**config.mk**
```make
export PLATFORM = sky130hd
export DESIGN_NAME = ms_section_sampler
export DESIGN_NICKNAME = d
export VERILOG_FILES = /design/src/rtl/ms_section_sampler.sv
export SDC_FILE = /design/constraint.sdc
export NUM_CORES = 1
export LEC_CHECK = 0
export CORE_ASPECT_RATIO = 1.4
export CORE_UTILIZATION = 40
export CTS_CLUSTER_SIZE = 12
export DETAILED_ROUTE_END_ITERATION = 16
export PLACE_DENSITY = 0.75
export SLEW_MARGIN = 10
export SYNTH_ARGS = -nofsm -noshare
export SYNTH_HDL_FRONTEND = slang
export SYNTH_SLANG_ARGS = --single-unit
```
**constraint.sdc**
```tcl
create_clock -name clk -period 4 [get_ports clk]
set_input_delay 0.4 -clock clk [delete_from_list [all_inputs] [get_ports clk]]
set_output_delay 0.4 -clock clk [all_outputs]
set_load 0.02 [all_outputs]
```
**src/rtl/ms_section_sampler.sv**
```systemverilog
`default_nettype none
// ============================================================================
// Module   : ms_section_sampler
// Brief    : Two-section master/slave sampler. SECTION_A picks one ready
//            slave channel round-robin and latches its word; SECTION_B shows
//            that word to the master for a fixed dwell, then returns to A.
// Revision : 1.0 - initial parametrised release
// ============================================================================
module ms_section_sampler #(
  parameter int DATA_W      = 32,
  parameter int NUM_CH      = 4,
  parameter int HOLD_CYCLES = 2,
  parameter int CNT_W       = 16,
  localparam int CH_W       = (NUM_CH > 1) ? $clog2(NUM_CH) : 1
) (
  input  logic                     clk,
  input  logic                     rst,
  input  logic [NUM_CH*DATA_W-1:0] s_in,
  input  logic [NUM_CH-1:0]        s_in_sync,
  output logic [DATA_W-1:0]        m_out,
  output logic                     m_out_valid,
  output logic [CH_W-1:0]          m_out_ch,
  output logic                     section_o,
  output logic [CNT_W-1:0]         sample_cnt
);

  localparam int HC_W = (HOLD_CYCLES > 1) ? $clog2(HOLD_CYCLES) : 1;

  typedef enum logic [0:0] {
    SECTION_A = 1'b0,
    SECTION_B = 1'b1
  } section_t;

  section_t              section_q;
  section_t              section_d;
  logic                  take;
  logic [CH_W-1:0]       rr_ptr;
  logic [HC_W-1:0]       hold_cnt;
  logic [DATA_W-1:0]     val_signal;
  logic                  found;
  logic [CH_W-1:0]       grant;
  logic [DATA_W-1:0]     grant_data;
  int                    idx;

  // Round-robin search: walk the channels starting at rr_ptr, first ready wins.
  always_comb begin
    found      = 1'b0;
    grant      = '0;
    grant_data = '0;
    idx        = 0;
    for (int i = 0; i < NUM_CH; i++) begin
      idx = int'(rr_ptr) + i;
      if (idx >= NUM_CH) begin
        idx = idx - NUM_CH;
      end
      if (!found && s_in_sync[idx]) begin
        found      = 1'b1;
        grant      = CH_W'(idx);
        grant_data = s_in[idx*DATA_W +: DATA_W];
      end
    end
  end

  // Section state register.
  always_ff @(posedge clk or posedge rst) begin
    if (rst) begin
      section_q <= SECTION_A;
    end else begin
      section_q <= section_d;
    end
  end

  // Next section: A grants when any channel is ready; B leaves when the dwell expires.
  always_comb begin
    section_d = section_q;
    take      = 1'b0;
    case (section_q)
      SECTION_A: begin
        if (found) begin
          section_d = SECTION_B;
          take      = 1'b1;
        end
      end
      SECTION_B: begin
        if (hold_cnt == '0) begin
          section_d = SECTION_A;
        end
      end
      default: section_d = SECTION_A;
    endcase
  end

  // Sample datapath: latch on grant, advance pointer and count, run the dwell timer.
  always_ff @(posedge clk or posedge rst) begin
    if (rst) begin
      val_signal  <= '0;
      m_out_ch    <= '0;
      m_out_valid <= 1'b0;
      rr_ptr      <= '0;
      hold_cnt    <= '0;
      sample_cnt  <= '0;
    end else begin
      m_out_valid <= take;
      if (take) begin
        val_signal <= grant_data;
        m_out_ch   <= grant;
        rr_ptr     <= (grant == CH_W'(NUM_CH - 1)) ? '0 : grant + CH_W'(1);
        sample_cnt <= sample_cnt + CNT_W'(1);
        hold_cnt   <= HC_W'(HOLD_CYCLES - 1);
      end else if (section_q == SECTION_B && hold_cnt != '0) begin
        hold_cnt <= hold_cnt - HC_W'(1);
      end
    end
  end

  assign m_out     = val_signal;
  assign section_o = (section_q == SECTION_B);

endmodule
`default_nettype wire

```
## After elaboration in Yosys (flattened, before gate mapping)

Index checks and enable logic that the tools add are counted.

| storage, ports and cells | value |
|---|---|
| register bits | 55 |
| input bits | 134 |
| logic and storage cells | 74 |

| operators by class | value |
|---|---|
| $add $sub $neg | 10 |
| order comparisons | 8 |
| equal/unequal tests | 1 |
| shift operators | 4 |
| multiplexer cells | 35 |
| bitwise gates (word level) | 1 |
| reductions and logical operators | 8 |

Operators by type and width:

| kind | number |
|---|---|
| 128-bit by 32-bit variable part select with 32-bit output | 4 |
| 32-bit 2-to-1 mux | 8 |
| 32-bit by 4-bit < comparator with 1-bit output, second input constant | 4 |
| 1-bit 2-to-1 mux | 17 |
| 16-bit by 1-bit adder with 16-bit output, second input constant | 1 |
| 3-bit by 3-bit subtractor with 4-bit output, second input constant | 3 |
| 2-bit 2-to-1 mux | 5 |
| 3-bit >= comparator, second input constant | 3 |
| 1-bit binary-select mux with 2-bit select | 4 |
| 2-bit by 2-bit adder with 3-bit output, second input constant | 2 |
| 1-bit logical AND | 4 |
| 2-bit by 3-bit subtractor with 4-bit output, second input constant | 1 |
| 2-bit by 1-bit adder with 3-bit output, second input constant | 1 |
| 2-bit by 3-bit >= comparator with 1-bit output, second input constant | 1 |
| 1-bit zero test | 3 |
| 2-bit by 1-bit adder with 2-bit output, second input constant | 1 |
| 2-bit == test, second input constant | 1 |
| 1-bit one-hot mux with 2 select lines | 1 |
| 2-bit nonzero test | 1 |
| 1-bit inverter | 1 |
| 1-bit subtractor, second input constant | 1 |

## Logic depth before layout (Yosys ltp)

| logic depth | value |
|---|---|
| word-level depth | 18 |
| depth in mapped cells | 13 |
| gate-level depth less buffers | 7 |

## Least setup slack after synthesis

No wires, ideal clock.

| timing | value |
|---|---|
| path kind | register to register |
| start | reg rr_ptr[0] |
| end | reg val_signal[1] (netlist: m_out[1]) |
| library setup time | 134 ps |
| arrival time | 2704 ps |
| data required time | 3866 ps |
| path slack | 1162 ps |
| stages on the path, launching flop included | 11 |
| clock period less this slack | 2838 ps |
| path through | dfrtp_1 -> buf_6 -> buf_4 -> buf_4 -> inv_1 -> ha_1 -> buf_4 -> buf_2 -> mux4_2 -> a221oi_1 -> o211ai_2 |

| between the ends | value |
|---|---|
| word-level cells in the longest chain between the ends | 17 |
| elaborated cells on any way between the ends | 47 |
| those cells by class | add/sub: 7; order compare: 4; shift: 4; mux: 26; reduce/logical: 6 |

RTL lines:

| item | RTL line | source |
|---|---|---|
| from (decl) | 37 | `logic [CH_W-1:0] rr_ptr;` |
| from (signal assigned) | 107 | `rr_ptr <= (grant == CH_W'(NUM_CH - 1)) ? '0 : grant + CH_W'(1);` |
| parallel branches: the longest is 17 deep, another holds 3-bit by 3-bit subtractor with 4-bit output | -- |  |
| to (signal assigned) | 105 | `val_signal <= grant_data;` |
| to (decl) | 39 | `logic [DATA_W-1:0] val_signal;` |

Parallel ways; which one is timed is not known. The select of a mux whose other input is x is not followed.
A chain may end at the register's enable or synchronous reset.

## Final worst setup path

| timing | value |
|---|---|
| start | reg rr_ptr[0] |
| end | reg val_signal[19] (netlist: m_out[19]) |

The elaborated chain is that of the path after synthesis.

==> summary.txt <==
STA
  – Worst Clk Skew: approximately 4.5 ps
  – Tightest Pin Transition: 1110 ps
  – Relative slew slack: 0.259
  – Final slew viol count: 0
  – Crit path time final: 3370 ps
  – Fin Hold WS: 483 ps
  – Final setup viols: 0
  – Maximum clock rate: 297 MHz
  – TNS Setup: 0 ps
  – RSZ-0062 raised after global routing: false
  – Period utilization: 0.842
  – Final Hold Vio Count: 0

Routing
  – Initial DRC count: 483
  – Wire per inst: 19.8 um
  – Via count: 5,867
  – Drt drc: 0
  – DRT antenna net count: 0
  – Total wire length: ~19 mm
  – Pre-antenna DRT Iters: 7
  – Routed vias/inst: around 6.2

Logic synthesis
  – Number of synthesized flops with an enable pin: 0
  – Async S/R FF share, synth: 1.00
  – Syn avg cell area: 9.30 um^2
  – Unique cell type count in the Yosys netlist: 60
  – Predominant post-synthesis flop cell: dfrtp_1
  – Synth Net Count: 750
  – Mapped Area: 5670 um^2
  – Sequential-to-total area share from yosys stat: 0.243
  – Gate Count Post-Synth: 610
  – Ys Warns: 0
  – #FFs+latches synth: 55

Floorplan
  – Core Rows: 51
  – Area of the die: 14,700 um^2
  – Die H: 143 um
  – Starting Density: 0.408
  – Core Footprint: 13,900 um^2
  – Chip width: 103 um
  – # IOs: between 150 and 200

Layout
  – Area Overhead vs Synth: 35.2%
  – Non-filler cells, final: 940
  – Share of layout cells above drive strength 1: 0.180
  – Diode count: 0
  – Fin nets: 894

Clocking
  – Worst-Skew Late Latency: 300 ps
  – Clk sink count: 55
  – Cts bufs inserted: 5
  – H-tree Lvls: 2
  – CTS root buf: clkbuf_16
  – Post-CTS setup buffer count: 0
  – CTS tree: yes
  – Reg clk slew, reported paths: 70 ps
  – # resized after CTS: 0
  – Clk buf depth: 2
  – CTS Hold Buffers Added: 0

GRT
  – Tot GR Track Use: 0.248
  – GRT overflow: 0
  – Initial antenna violation count: 0
  – Pin count of the biggest net entering global routing: 74
  – Vias in the first global route: between 5,000 and 6,000
  – Global-route wire length before repair: 28.7 mm
  – M1 GR Usage: 0.290
  – GR peak layer: met2
  – GRT met3 Usage: 0.0382
  – Met2 Use GR: 0.432

Power and ir drop
  – Pleak: 2.95 nW
  – VDD IR-drop max: 393 uV
  – Power consumption: 5.86 mW
  – Pwr/cell area: roughly 760 nW/um^2

Worst setup path
  – Required time of the critical path: ~4200 ps
  – CP peak stage delay: 920 ps
  – CP Cell Sequence: inv_1, ha_2, buf_4, nor3_1, a32oi_4, o21ai_2, a222oi_1, o21ai_1
  – Slowest-stage cell, CP: o21ai_2
  – Crit path DAT: 3580 ps
  – Worst Setup End Kind: flip-flop
  – Critical path startpoint: rr_ptr[0]$_DFFE_PP0P_
  – CP Launch Type: flip-flop
  – CP top delay family: compound AO/OA/AOI/OAI gates
  – Crit Reg-Reg Startpoint: rr_ptr[0]$_DFFE_PP0P_
  – CP Class: reg -> reg
  – Buf+Inv Stages, Crit Path: 2
  – CP max FO: 34

Place
  – Inst Count DP: around 930
  – Final RePlAce weighted congestion: between 0.8 and 0.9
  – Port bufs: about 190
  – Post-DP HPWL: 13.4 mm

Status
  – Status: finished, final reports clean

Worst hold path
  – Hold wc startpoint: hold_cnt$_DFFE_PP0P_
  – HP Class: reg -> reg

Flow run
  – MaxCap Viol Count: 0
-- metal layers --
layer / wire, um / vias to the layer above
li1: - / 2666
met1: 7100 / 2820
met2: 9410 / 337
met3: 1480 / 44
met4: 617 / 0
met5: 0 / -
-- worst paths after layout --
kind / endpoint / slack [ps] / cells past startpoint
min: section_o$_DFF_PP0_ / 480 / 2
min reg2reg: section_o$_DFF_PP0_ / 480 / 2
min in group asynchronous: sample_cnt[11]$_DFFE_PP0P_ / 530 / 2
max: m_out[19]$_DFFE_PP0P_ / 630 / 8
max in group asynchronous: m_out[27]$_DFFE_PP0P_ / 2650 / 3
max reg2reg: m_out[19]$_DFFE_PP0P_ / 630 / 8
-- cell families (layout without fill, tap and decap cells) --
family | Yosys count | count (layout) | synth area share
AOI/OAI and AO/OA | 205 | 205 | 0.259
xor gates and xnor gates | 18 | 18 | 0.0302
adders and majority gates | 6 | 6 | 0.0132
buffers and inverters | 68 | 213 | 0.0677
DFF | 55 | 55 | 0.243
muxes | 134 | 134 | 0.279
and+or+nand+nor | 124 | 124 | 0.108
-- cell usage after synthesis, drive strengths merged, types with 2 or more instances --
cell type / number / share of area
o21ai: 87 / 0.079
mux2: 85 / 0.17
nand2: 76 / 0.050
dfrtp: 55 / 0.24
a22oi: 44 / 0.058
buf: 41 / 0.050
mux2i: 39 / 0.069
a222oi: 27 / 0.048
clkbuf: 20 / 0.013
xnor2: 13 / 0.020
a221oi: 12 / 0.022
nor2: 12 / 0.0079
mux4: 10 / 0.040
a31oi: 9 / 0.0099
o2111ai: 8 / 0.012
inv: 7 / 0.0046
a21oi: 6 / 0.0073
ha: 6 / 0.013
nor3: 5 / 0.0084
and3: 4 / 0.0044
nor2b: 4 / 0.0044
xor2: 4 / 0.0062
and2: 3 / 0.0033
nand3: 3 / 0.0026
nand4: 3 / 0.0033
nor4: 3 / 0.0060
a32oi: 2 / 0.0064
nor4b: 2 / 0.0031
nor4bb: 2 / 0.0035
-- cell type report --
class	count	area [um^2]
Multi-Input combinational cell	487	3920
Inverter	7	26.3
Sequential cell	55	1380
Tap cell	185	231
Fill cell	1286	6240
Clock buffer	6	129
Clock inverter	2	16.3
Timing Repair Buffer	198	1970
-- registers in the layout, summed over array words and instances, names as in the netlist --
name         count
m_out           32
sample_cnt      16
m_out_ch         2
rr_ptr           2
hold_cnt         1
m_out_valid      1
section_o        1
-- metrics by stage --
| step | setup WS (ps) | cell area (um^2) | util |
|---|---|---|---|
| final | 634 | 7670 | 0.552 |
| after global routing | 466 | 7670 | 0.552 |
| after CTS | 691 | 7670 | 0.552 |
| after detailed placement | 699 | 7530 | 0.541 |
| after global placement | 755 | 7530 | 0.541 |
| after floorplan | 1160 | 5670 | - |
-- worst reg2reg max path, delay by kind of cell, from the launching register on --
kind | cells | cell delay (ps)
compound gates | 4 | 1500
flops | 1 | 610
buf+inv | 2 | 480
simple gates | 1 | 350
fa+ha+maj | 1 | 340
-- where the power goes --
part,switching [mW],total [mW],internal (mW)
clock network,0.220,0.455,0.236
logic,2.45,4.41,1.96
registers,0.204,0.993,0.788
-- cells in the final DEF (no fill, tap or decap), types with 12 or more instances in the layout --
master / instances
clkdlybuf4s50_1: 185
mux2_2: 82
nand2_1: 76
o21ai_0: 56
dfrtp_1: 54
a22oi_1: 44
mux2i_1: 39
o21ai_1: 29
a222oi_1: 27
xnor2_1: 13
nor2_1: 12
Note: power is estimated with default switching activity, not from simulation.
